$ cat config.mk
export PLATFORM = sky130hd
export DESIGN_NAME = aespim_sequencer
export DESIGN_NICKNAME = d
export VERILOG_FILES = /design/src/rtl/aespim_sequencer.sv
export SDC_FILE = /design/constraint.sdc
export NUM_CORES = 1
export LEC_CHECK = 0
export CORE_AREA = 2 2 172 174
export CTS_CLUSTER_DIAMETER = 80
export DETAILED_ROUTE_END_ITERATION = 7
export DIE_AREA = 0 0 174 176
export PLACE_DENSITY = 0.76
export REMOVE_ABC_BUFFERS = 1
export SYNTH_ARGS = -nofsm -noshare
export SYNTH_HDL_FRONTEND = slang
export SYNTH_SLANG_ARGS = --single-unit
$ cat constraint.sdc
create_clock -name clk_i -period 2.4 [get_ports clk_i]
set_input_delay 0.36 -clock clk_i [delete_from_list [all_inputs] [get_ports clk_i]]
set_output_delay 0.36 -clock clk_i [all_outputs]
set_load 0.05 [all_outputs]
$ cat src/rtl/aespim_sequencer.sv
// Initiator-side sequencer for the AES PIM accelerator command port:
// loads a 128-bit block as 4 LD ops, optionally runs KEX with done-wait, then reads back with 4 ST ops.
module aespim_sequencer #(
  parameter int unsigned NUM_WORDS      = 4,
  parameter int unsigned TIMEOUT_CYCLES = 255
) (
  input  logic         clk_i,
  input  logic         rst_ni,
  input  logic         req_valid_i,
  output logic         req_ready_o,
  input  logic [127:0] req_data_i,
  input  logic         req_kex_i,
  output logic         resp_valid_o,
  input  logic         resp_ready_i,
  output logic [127:0] resp_data_o,
  output logic         resp_err_o,
  output logic         accel_start_o,
  output logic [3:0]   accel_op_o,
  output logic [31:0]  accel_data_o,
  input  logic [31:0]  accel_data_i,
  input  logic         accel_done_i,
  output logic         busy_o
);

  localparam int unsigned WORD_W  = 32;
  localparam int unsigned BLOCK_W = NUM_WORDS * WORD_W;
  localparam int unsigned CNT_W   = $clog2(NUM_WORDS);
  localparam int unsigned TO_W    = $clog2(TIMEOUT_CYCLES + 1);

  localparam logic [CNT_W-1:0] CNT_LAST = CNT_W'(NUM_WORDS - 1);
  localparam logic [TO_W-1:0]  TO_LAST  = TO_W'(TIMEOUT_CYCLES - 1);

  localparam logic [3:0] OP_LD  = 4'h0;
  localparam logic [3:0] OP_ST  = 4'h1;
  localparam logic [3:0] OP_KEX = 4'h2;
  localparam logic [3:0] OP_NOP = 4'hF;

  typedef enum logic [2:0] {
    S_IDLE,
    S_LOAD,
    S_KEX_START,
    S_KEX_WAIT,
    S_STORE,
    S_RESP
  } state_e;

  state_e               state_q, state_d;
  logic [CNT_W-1:0]     cnt_q, cnt_d;
  logic [TO_W-1:0]      to_q, to_d;
  logic [BLOCK_W-1:0]   req_q, req_d;
  logic                 kex_q, kex_d;
  logic                 req_ready_q, req_ready_d;
  logic                 busy_q, busy_d;
  logic                 resp_valid_q, resp_valid_d;
  logic                 resp_err_q, resp_err_d;
  logic [BLOCK_W-1:0]   resp_data_q, resp_data_d;
  logic                 start_q, start_d;
  logic [3:0]           op_q, op_d;
  logic [WORD_W-1:0]    adata_q, adata_d;

  // Next-state and next-output logic; every output is the registered copy of its _d value
  always_comb begin
    state_d      = state_q;
    cnt_d        = cnt_q;
    to_d         = to_q;
    req_d        = req_q;
    kex_d        = kex_q;
    req_ready_d  = req_ready_q;
    busy_d       = busy_q;
    resp_valid_d = resp_valid_q;
    resp_err_d   = resp_err_q;
    resp_data_d  = resp_data_q;
    start_d      = 1'b0;
    op_d         = OP_NOP;
    adata_d      = '0;

    unique case (state_q)
      S_IDLE: begin
        if (req_valid_i && req_ready_q) begin
          state_d     = S_LOAD;
          req_d       = req_data_i;
          kex_d       = req_kex_i;
          cnt_d       = '0;
          to_d        = '0;
          req_ready_d = 1'b0;
          busy_d      = 1'b1;
          resp_err_d  = 1'b0;
          resp_data_d = '0;
          op_d        = OP_LD;
          adata_d     = req_data_i[WORD_W-1:0];
        end
      end
      S_LOAD: begin
        if (cnt_q == CNT_LAST) begin
          cnt_d = '0;
          if (kex_q) begin
            state_d = S_KEX_START;
            op_d    = OP_KEX;
            start_d = 1'b1;
          end else begin
            state_d = S_STORE;
            op_d    = OP_ST;
          end
        end else begin
          cnt_d   = cnt_q + CNT_W'(1);
          op_d    = OP_LD;
          adata_d = req_q[{cnt_d, 5'd0} +: WORD_W];
        end
      end
      // Start cycle: done is not yet meaningful, so it is not sampled here
      S_KEX_START: begin
        state_d = S_KEX_WAIT;
        to_d    = '0;
      end
      S_KEX_WAIT: begin
        if (accel_done_i) begin
          state_d = S_STORE;
          op_d    = OP_ST;
          cnt_d   = '0;
        end else if (to_q == TO_LAST) begin
          state_d      = S_RESP;
          resp_valid_d = 1'b1;
          resp_err_d   = 1'b1;
          resp_data_d  = '0;
        end else begin
          to_d = to_q + TO_W'(1);
        end
      end
      S_STORE: begin
        resp_data_d[{cnt_q, 5'd0} +: WORD_W] = accel_data_i;
        if (cnt_q == CNT_LAST) begin
          state_d      = S_RESP;
          resp_valid_d = 1'b1;
        end else begin
          cnt_d = cnt_q + CNT_W'(1);
          op_d  = OP_ST;
        end
      end
      S_RESP: begin
        if (resp_ready_i) begin
          state_d      = S_IDLE;
          resp_valid_d = 1'b0;
          req_ready_d  = 1'b1;
          busy_d       = 1'b0;
        end
      end
      default: state_d = S_IDLE;
    endcase
  end

  always_ff @(posedge clk_i or negedge rst_ni) begin
    if (!rst_ni) begin
      state_q      <= S_IDLE;
      cnt_q        <= '0;
      to_q         <= '0;
      req_q        <= '0;
      kex_q        <= 1'b0;
      req_ready_q  <= 1'b1;
      busy_q       <= 1'b0;
      resp_valid_q <= 1'b0;
      resp_err_q   <= 1'b0;
      resp_data_q  <= '0;
      start_q      <= 1'b0;
      op_q         <= OP_NOP;
      adata_q      <= '0;
    end else begin
      state_q      <= state_d;
      cnt_q        <= cnt_d;
      to_q         <= to_d;
      req_q        <= req_d;
      kex_q        <= kex_d;
      req_ready_q  <= req_ready_d;
      busy_q       <= busy_d;
      resp_valid_q <= resp_valid_d;
      resp_err_q   <= resp_err_d;
      resp_data_q  <= resp_data_d;
      start_q      <= start_d;
      op_q         <= op_d;
      adata_q      <= adata_d;
    end
  end

  assign req_ready_o   = req_ready_q;
  assign busy_o        = busy_q;
  assign resp_valid_o  = resp_valid_q;
  assign resp_err_o    = resp_err_q;
  assign resp_data_o   = resp_data_q;
  assign accel_start_o = start_q;
  assign accel_op_o    = op_q;
  assign accel_data_o  = adata_q;

endmodule

==> results of run 1 <==
## area by class of cell
| type | instances | share of cell area [%] |
|---|---|---|
| repair buffers | 370 | 21.7 |
| multi-input cells | 727 | 25.0 |
| diodes | 2 | 0.0283 |
| well taps | 384 | 2.72 |
| flip-flops and latches | 310 | 43.9 |
| inverters | 5 | 0.106 |
| clock inverters | 9 | 0.616 |
| clock buffers | 50 | 5.91 |
## final timing paths
| path | from | to | depth (start not counted) |
|---|---|---|---|
| setup / recovery | req_ready_o$_DFFE_PN1P_ | req_ready_o | 1 |
| hold / removal | req_data_i[105] | req_q[105]$_DFFE_PN0P_ | 3 |
| setup reg to reg | state_q[0]$_DFFE_PN0P_ | resp_data_o[108]$_DFFE_PN0P_ | 6 |
| hold reg to reg | req_q[81]$_DFFE_PN0P_ | req_q[81]$_DFFE_PN0P_ | 2 |
| max in group asynchronous | rst_ni | resp_data_o[84]$_DFFE_PN0P_ | 3 |
| min in group asynchronous | rst_ni | req_q[73]$_DFFE_PN0P_ | 2 |
## metrics by stage
step | worst slack (ps) | TNS (ps) | hold slack, ps | total power [mW]
2_1_floorplan | -7910 | -1475160 | 64.4 | 5.33
3_3_place_gp | 251 | 0 | 384 | 5.77
3_5_place_dp | 195 | 0 | 394 | 5.77
4_1_cts | 78.6 | 0 | 361 | 11.1
5_1_grt | 58.1 | 0 | 376 | 11.4
6_report | 104 | 0 | 381 | 11.0
## synthesized netlist by cell type (2+ instances only)
master,instances
o31ai_1,3
or3_1,6
clkbuf_1,15
nor4b_2,2
nor2_1,4
o21ai_0,17
and4b_1,3
ha_1,8
dfrtp_1,306
o22ai_1,4
mux4_2,32
nor3_1,5
nand2_1,461
mux2i_1,2
o21bai_1,2
buf_2,60
a21o_1,2
a21oi_1,10
or4_1,3
and4_1,2
a211oi_1,2
nor2b_1,2
nand3b_1,2
o2111ai_1,2
nand2b_1,4
dfstp_2,4
inv_1,5
o211ai_1,3
a22o_1,129
## sequential cells by signal, summed over array words and instances, names as in the netlist
signal	count
resp_err_o	1
state_q	3
kex_q	1
resp_data_o	128
accel_start_o	1
busy_o	1
req_q	128
req_ready_o	1
resp_valid_o	1
accel_data_o	32
cnt_q	2
accel_op_o	3
to_q	8
## kinds of logic (layout without fill, tap and decap cells)
kind of cell,Yosys count,after routing,share of synthesized area (%)
other,0,2,0
DFF,310,310,62.1
muxes,35,35,6.01
and+or+nand+nor,505,505,16.6
AOI/OAI and AO/OA,178,178,11.4
buffers and inverters,81,434,3.06
adders and majority gates,8,8,0.800
xor gates and xnor gates,1,1,0.0700
## per-layer routing
metal	GRT usage (%)	up-vias	part of all wire, %
met2	38.0	470	47
met4	7.98	2	3.0
met5	0	-	0.042
met1	30.7	4907	40
li1	-	4484	-
met3	6.05	67	9.5
## power by group through the flow
stage / logic [mW] / registers (mW) / clock network, mW
after floorplan: 0.00598 / 5.32 / 0
after global placement: 0.448 / 5.32 / 0
after detailed placement: 0.450 / 5.32 / 0
after CTS: 0.456 / 5.23 / 5.44
after global routing: 0.485 / 5.22 / 5.65
final: 0.447 / 5.23 / 5.33
## placed cells by master (no fill, tap or decap), types with 4 or more instances in the layout
cell             netlist  final
a21oi_1               10     10
o21ai_0               17     17
clkdlybuf4s50_1        0    333
o22ai_2                0      4
or3_1                  6      6
nor3_1                 5      5
dfrtp_1              306    305
inv_1                  5      5
nand2b_1               4      4
clkbuf_16              0     37
buf_12                 0     18
buf_4                  1     17
mux4_2                32     32
dfstp_2                4      4
ha_1                   8      7
clkbuf_8               0      7
a22o_1               129    129
nand2_1              461    461
clkbuf_1              15      6
==> impl_metrics.ini, run 1 <==
[placement]
hpwl_um = 24100
dpl.cell_count = 1795
place_area_um2 = 16500
place_congestion = 0.827
port_buffers = 334

[final_layout]
final-seq-area_um2 = 7760
fin_area_um2 = 17700
drive_above_1_share_pct = 9.65
fin_cells = 1857
final_util_pct = 61.9
area_growth_pct = 41.4
multi_input_area_um2 = 4420
nFillCells = 2272
layout.nets = 1622

[pwr]
intPower_mw = 8.73
clkPwrFrac_pct = 48.4
power_density_nw_per_um2 = 622
power_frac_seq_pct = 47.5
p_switching_mw = 2.28
p_comb_share_pct = 4.1
leakage_nw = 8.64
max-vdd-ir-drop_mv = 0.559
switching_share_pct = 20.7

[yosys]
yosysTopAreaCellShare_pct = 61.2
synth.distinct_cells = 47
syn_area_um2 = 12500
synthArstFlopShare_pct = 100
synth_area_leaders = dfrtp_1 (61%), nand2_1 (14%), a22o_1 (9.0%)
ys_seq_area_share_pct = 62.1
avgSynthCellArea_um2 = 11.2
yosys.area.top_type = dfrtp_1
syn_inst = 1118
ys.flop_type = dfrtp_1
synth_edf_count = 0
ys_seq_elements = 310
yosys_warnings = 0

[die]
initial_utilization_pct = 43.8
die_w_um = 174
io_pins = 335
die_area_um2 = 30600
die_h_um = 176
row_count = 62
coreArea_um2 = 28500

[global_routing]
grt_pass1_wl_um = 56400
grt_usage_pct = 23.3
grt_pass1_vias = 10100
grt_start_max_net_pins = 115
grt_antenna_before_repair = 3
globalRouteOverflowTotal = 0

[job]
max_cap_violations = 0

[clock_network]
clk_latency_ps = 500
cts_root_buffer = clkbuf_16
cts_resized = 0
cts_setup_buffers = 0
cts_sinks = 310
numCtsBuffers = 34
cts_tree = yes
path_clk_slew_ps = 60
cts_max_level = 2
ctsHoldBuffers = 1
clockBufferDepth = 3

[worst_setup_path]
critPathKind = flop to output port
cp-start-kind = flop
critPathCaptureType = output port
crit_chain = clkdlybuf4s50_1
rrSetupSlack_ps = 380
required_ps = 2040
crit_slowest_cell = clkdlybuf4s50_1
max_stage_delay_ps = 840
crit_path_max_fanout = 9
cp.arrival_ps = 1940
cp_top_family = buffers and inverters
crit_buf_inv = 1

[route]
viasPerCell = 5.35
wirelength_um = 35700
via_count = 9930
dr.pass1.iters = 5
antenna_left = 0
drc_errors = 0
wire_per_inst_um = 19.2
drt_iter0_drc = 703

[timing]
final_max_slew_viol_count = 0
relSlewSlack_pct = 54.7
fin_skew_ps = 9.33
finalCriticalPeriod_ps = 2300
finalCritPeriodShare_pct = 95.7
tightest_slew_ps = 677
finalHoldViolCount = 0
setup_viol_count_final = 0
max_freq_mhz = 436
rsz0062_at_grt = false

[run_status]
status = finished clean

[hold_path]
hold_path_class = primary input to flop
Note: power is estimated with default switching activity, not from simulation.
==> inputs of run 2 (changes only) <==
- SETUP_SLACK_MARGIN: unset -> 0.2
==> impl_metrics.ini, run 2 (synthesis gave the netlist of run 1 again) <==
[worst_setup_path]
r2r_start = state_q[0]$_DFFE_PN0P_
critPathCaptureType = output port
crit_buf_inv = 1
required_ps = 2040
path_depth = 1
r2r.worst_path.cells = 6
cp.arrival_ps = 1760
cp_top_family = buffers and inverters
crit_end = resp_valid_o
crit_slowest_cell = clkdlybuf4s50_1
max_stage_delay_ps = 830
critPathKind = flop to output port
r2r-end = resp_data_o[108]$_DFFE_PN0P_
crit_chain = clkdlybuf4s50_1
crit_path_max_fanout = 4
critPathLaunch = resp_valid_o$_DFFE_PN0P_
cp-start-kind = flop
rrSetupSlack_ps = 370

[global_routing]
grt_pass1_wl_um = 56400
grt_pass1_vias = 10100
grt_start_max_net_pins = 115
grt_antenna_before_repair = 3
globalRouteOverflowTotal = 0
grt_usage_pct = 23.4

[die]
die_h_um = 176
initial_utilization_pct = 43.8
coreArea_um2 = 28500
io_pins = 335
die_area_um2 = 30600
die_w_um = 174
row_count = 62

[run_status]
status = finished clean

[clock_network]
path_clk_slew_ps = 60
clockBufferDepth = 3
cts_setup_buffers = 0
cts_max_level = 2
cts_tree = yes
clk_latency_ps = 500
cts_root_buffer = clkbuf_16
numCtsBuffers = 34
cts_sinks = 310

[timing]
tightest_slew_ps = 684
final_max_slew_viol_count = 0
finalHoldViolCount = 0
fin_skew_ps = 7.97
relSlewSlack_pct = 54.2
max_freq_mhz = 473
layout_setup_ws_ps = 285
finalCritPeriodShare_pct = 88.1
rsz0062_at_grt = false
finalCriticalPeriod_ps = 2120
setup_viol_count_final = 0

[final_layout]
mostFrequentLayoutCells = nand2_1 (461), clkdlybuf4s50_1 (327), dfrtp_1 (305)
layout.nets = 1622
drive_above_1_share_pct = 9.65
layout_commonest_cell = nand2_1
area_growth_pct = 41.4
fin_area_um2 = 17700
fin_cells = 1857

[route]
viasPerCell = 5.37
via_count = 9966
dr.pass1.iters = 5
antenna_left = 0
drt_iter0_drc = 702
drc_errors = 0
wire_per_inst_um = 19.3
wirelength_um = 35800

[placement]
post-place-ws_ps = 195
dpl.cell_count = 1795
hpwl_um = 24100
place_congestion = 0.827
place_area_um2 = 16500
port_buffers = 334

[pwr]
leakage_nw = 8.66
power_density_nw_per_um2 = 622
max-vdd-ir-drop_mv = 0.562

[job]
max_cap_violations = 0

[hold_path]
hold_path_class = primary input to flop
[run 2: cell types whose count changed in the layout (fill, tap and decap cells not counted), sizes merged]
| cell | change |
|---|---|
| dlygate4sd2 | +5 |
| clkdlybuf4s50 | -6 |
| dlymetal6s2s | +1 |
[run 2: repair_timing]
item                                   in CTS  in global routing
hold buffers                                1                  0
endpoints found under the hold margin      63                  0
setup endpoints to repair                   5                  1
resized for setup                           5                  1
[run 2: layout make-up]
type / instances / area, µm²
Fill cell: 2275 / 10900
Clock inverter: 9 / 109
Sequential cell: 310 / 7760
Timing Repair Buffer: 370 / 3840
Antenna cell: 2 / 5.00
Clock buffer: 50 / 1040
Tap cell: 384 / 480
Inverter: 5 / 18.8
Multi-Input combinational cell: 727 / 4420
[run 2: worst min-delay path by stage]
stage               startpoint                        end  cells past startpoint
2_1_floorplan           rst_ni  accel_data_o[0]$_DFF_PN0_                      0
3_3_place_gp            rst_ni      req_q[64]$_DFFE_PN0P_                      1
3_5_place_dp            rst_ni      req_q[73]$_DFFE_PN0P_                      1
4_1_cts         req_data_i[76]      req_q[76]$_DFFE_PN0P_                      3
5_1_grt         req_data_i[69]      req_q[69]$_DFFE_PN0P_                      3
6_report       req_data_i[105]     req_q[105]$_DFFE_PN0P_                      3
[run 2: metal layers]
layer,vias to the layer above,routed length [µm],track usage (%)
li1,4487,-,-
met1,4921,14200,30.7
met2,488,16900,38.0
met3,68,3510,6.05
met4,2,1080,7.98
met5,-,15,0
[run 2: through the flow]
stage | hold WS (ps) | setup TNS, ps | power, mW | util (%)
2_1_floorplan | 64.4 | -1475160 | 5.33 | -
3_3_place_gp | 384 | 0 | 5.77 | 57.9
3_5_place_dp | 394 | 0 | 5.77 | 57.9
4_1_cts | 361 | 0 | 11.1 | 61.9
5_1_grt | 376 | 0 | 11.4 | 61.9
6_report | 380 | 0 | 11.0 | 61.9
[run 2: report_power, final]
group          leakage [nW]  internal (mW)  switching [mW]
Clock                 0.566           3.24            2.09
Combinational          3.78          0.262           0.185
Sequential             4.31           5.23               0
[run 2: tightest hold or removal path, delay by kind of cell]
family	cells	cell delay (ps)
buffers and inverters	1	390
AND/OR/NAND/NOR	2	90
==> inputs of run 3 (changes only) <==
- CTS_CLUSTER_DIAMETER: 80 -> 50
- GPL_ROUTABILITY_DRIVEN: unset -> 0
==> impl_metrics.ini, run 3 (synthesis gave the netlist of run 1 again) <==
[clock_network]
cts_sinks = 310
clk_latency_ps = 510
cts_tree = yes
cts_max_level = 2
cts_setup_buffers = 0
numCtsBuffers = 39
cts_root_buffer = clkbuf_16
path_clk_slew_ps = 60
clockBufferDepth = 3

[route]
antenna_left = 0
via_count = 9946
drc_errors = 0
wirelength_um = 35400
drt_iter0_drc = 619
wire_per_inst_um = 18.9
viasPerCell = 5.32
dr.pass1.iters = 5

[pwr]
clkPwrFrac_pct = 50.6
p_total_mw = 11.5
power_density_nw_per_um2 = 643
max-vdd-ir-drop_mv = 0.573
switching_share_pct = 21.5
p_switching_mw = 2.47
power_frac_seq_pct = 45.6
intPower_mw = 9.01
p_comb_share_pct = 3.9
leakage_nw = 8.73

[worst_setup_path]
rrSetupSlack_ps = 390
cp_top_family = buffers and inverters
required_ps = 2040
crit_path_max_fanout = 4
critPathKind = flop to output port
crit_chain = clkdlybuf4s50_1
crit_slowest_cell = clkdlybuf4s50_1
max_stage_delay_ps = 840
crit_buf_inv = 1
cp-start-kind = flop
critPathCaptureType = output port
cp.arrival_ps = 1770

[timing]
max_freq_mhz = 469
fin_skew_ps = 12.4
finalCriticalPeriod_ps = 2130
finalCritPeriodShare_pct = 88.8
finalHoldViolCount = 0
relSlewSlack_pct = 54.8
rsz0062_at_grt = false
layout_setup_ws_ps = 268
tightest_slew_ps = 676
final_max_slew_viol_count = 0
setup_viol_count_final = 0

[job]
max_cap_violations = 0

[hold_path]
hold_path_class = primary input to flop

[global_routing]
grt_usage_pct = 23.2
grt_start_max_net_pins = 115
grt_antenna_before_repair = 3
grt_pass1_vias = 10100
grt_pass1_wl_um = 56100
globalRouteOverflowTotal = 0

[die]
io_pins = 335
initial_utilization_pct = 43.8
row_count = 62
coreArea_um2 = 28500
die_h_um = 176
die_area_um2 = 30600
die_w_um = 174

[final_layout]
layout_commonest_cell = nand2_1
layout.nets = 1627
area_growth_pct = 42.6
nFillCells = 2255
fin_cells = 1869
drive_above_1_share_pct = 10.3
mostFrequentLayoutCells = nand2_1 (461), clkdlybuf4s50_1 (327), dfrtp_1 (305)

[placement]
port_buffers = 334
dpl.cell_count = 1795
post-place-ws_ps = 195
hpwl_um = 24100

[run_status]
status = finished clean
[run 3: worst register-to-register path, cell delays in order (launching register included)]
cell and delay (ps):
dfrtp_1 480, buf_4 250, nand4bb_1 190, nor3_4 390, o22ai_2 160, buf_12 190, a22o_1 230
[run 3: path summary, 6_finish.rpt]
kind	startpoint	cells past startpoint	end
hold reg to reg	req_q[81]$_DFFE_PN0P_	2	req_q[81]$_DFFE_PN0P_
setup reg to reg	state_q[0]$_DFFE_PN0P_	6	resp_data_o[31]$_DFFE_PN0P_
hold / removal	req_data_i[101]	3	req_q[101]$_DFFE_PN0P_
min in group asynchronous	rst_ni	2	req_q[73]$_DFFE_PN0P_
max in group asynchronous	rst_ni	3	resp_data_o[32]$_DFFE_PN0P_
setup / recovery	resp_valid_o$_DFFE_PN0P_	1	resp_valid_o
[run 3: power by group through the flow]
stage	registers [mW]	clock network (mW)	logic [mW]
final	5.23	5.80	0.446
after global routing	5.22	6.14	0.485
after CTS	5.23	5.92	0.455
after detailed placement	5.32	0	0.450
after global placement	5.32	0	0.448
after floorplan	5.32	0	0.00598
[run 3: what timing repair did]
| action | 4_1_cts | 5_1_grt |
|---|---|---|
| pin swaps | 0 | 0 |
| endpoints found under the hold margin | 63 | 0 |
| resized for setup | 5 | 1 |
| endpoints found under the setup margin | 5 | 1 |
| hold buffers | 1 | 0 |
[run 3: routing by layer]
metal / vias to the layer above / routed length [µm] / track usage [%]
met3: 66 / 3440 / 6.35
li1: 4505 / - / -
met2: 500 / 16800 / 38.1
met4: 2 / 964 / 7.49
met5: - / 16 / 0
met1: 4873 / 14200 / 30.0
[run 3: stage by stage]
stage                     util (%)  TNS [ps]  cell area, µm²  hold WS (ps)
after CTS                     62.4         0           17800           349
after floorplan                  -  -1475160           12100          64.4
after detailed placement      57.9         0           16500           394
after global routing          62.5         0           17800           365
after global placement        57.9         0           16500           384
final                         62.5         0           17800           371
[run 3: area by class of cell]
type	count	area, µm²	share of cell area [%]
Multi-Input combinational cell	727	4420	24.8
Timing Repair Buffer	370	3840	21.5
Clock buffer	52	1110	6.21
Inverter	5	18.8	0.105
Sequential cell	310	7760	43.5
Clock inverter	19	199	1.12
Tap cell	384	480	2.69
Antenna cell	2	5.00	0.0281
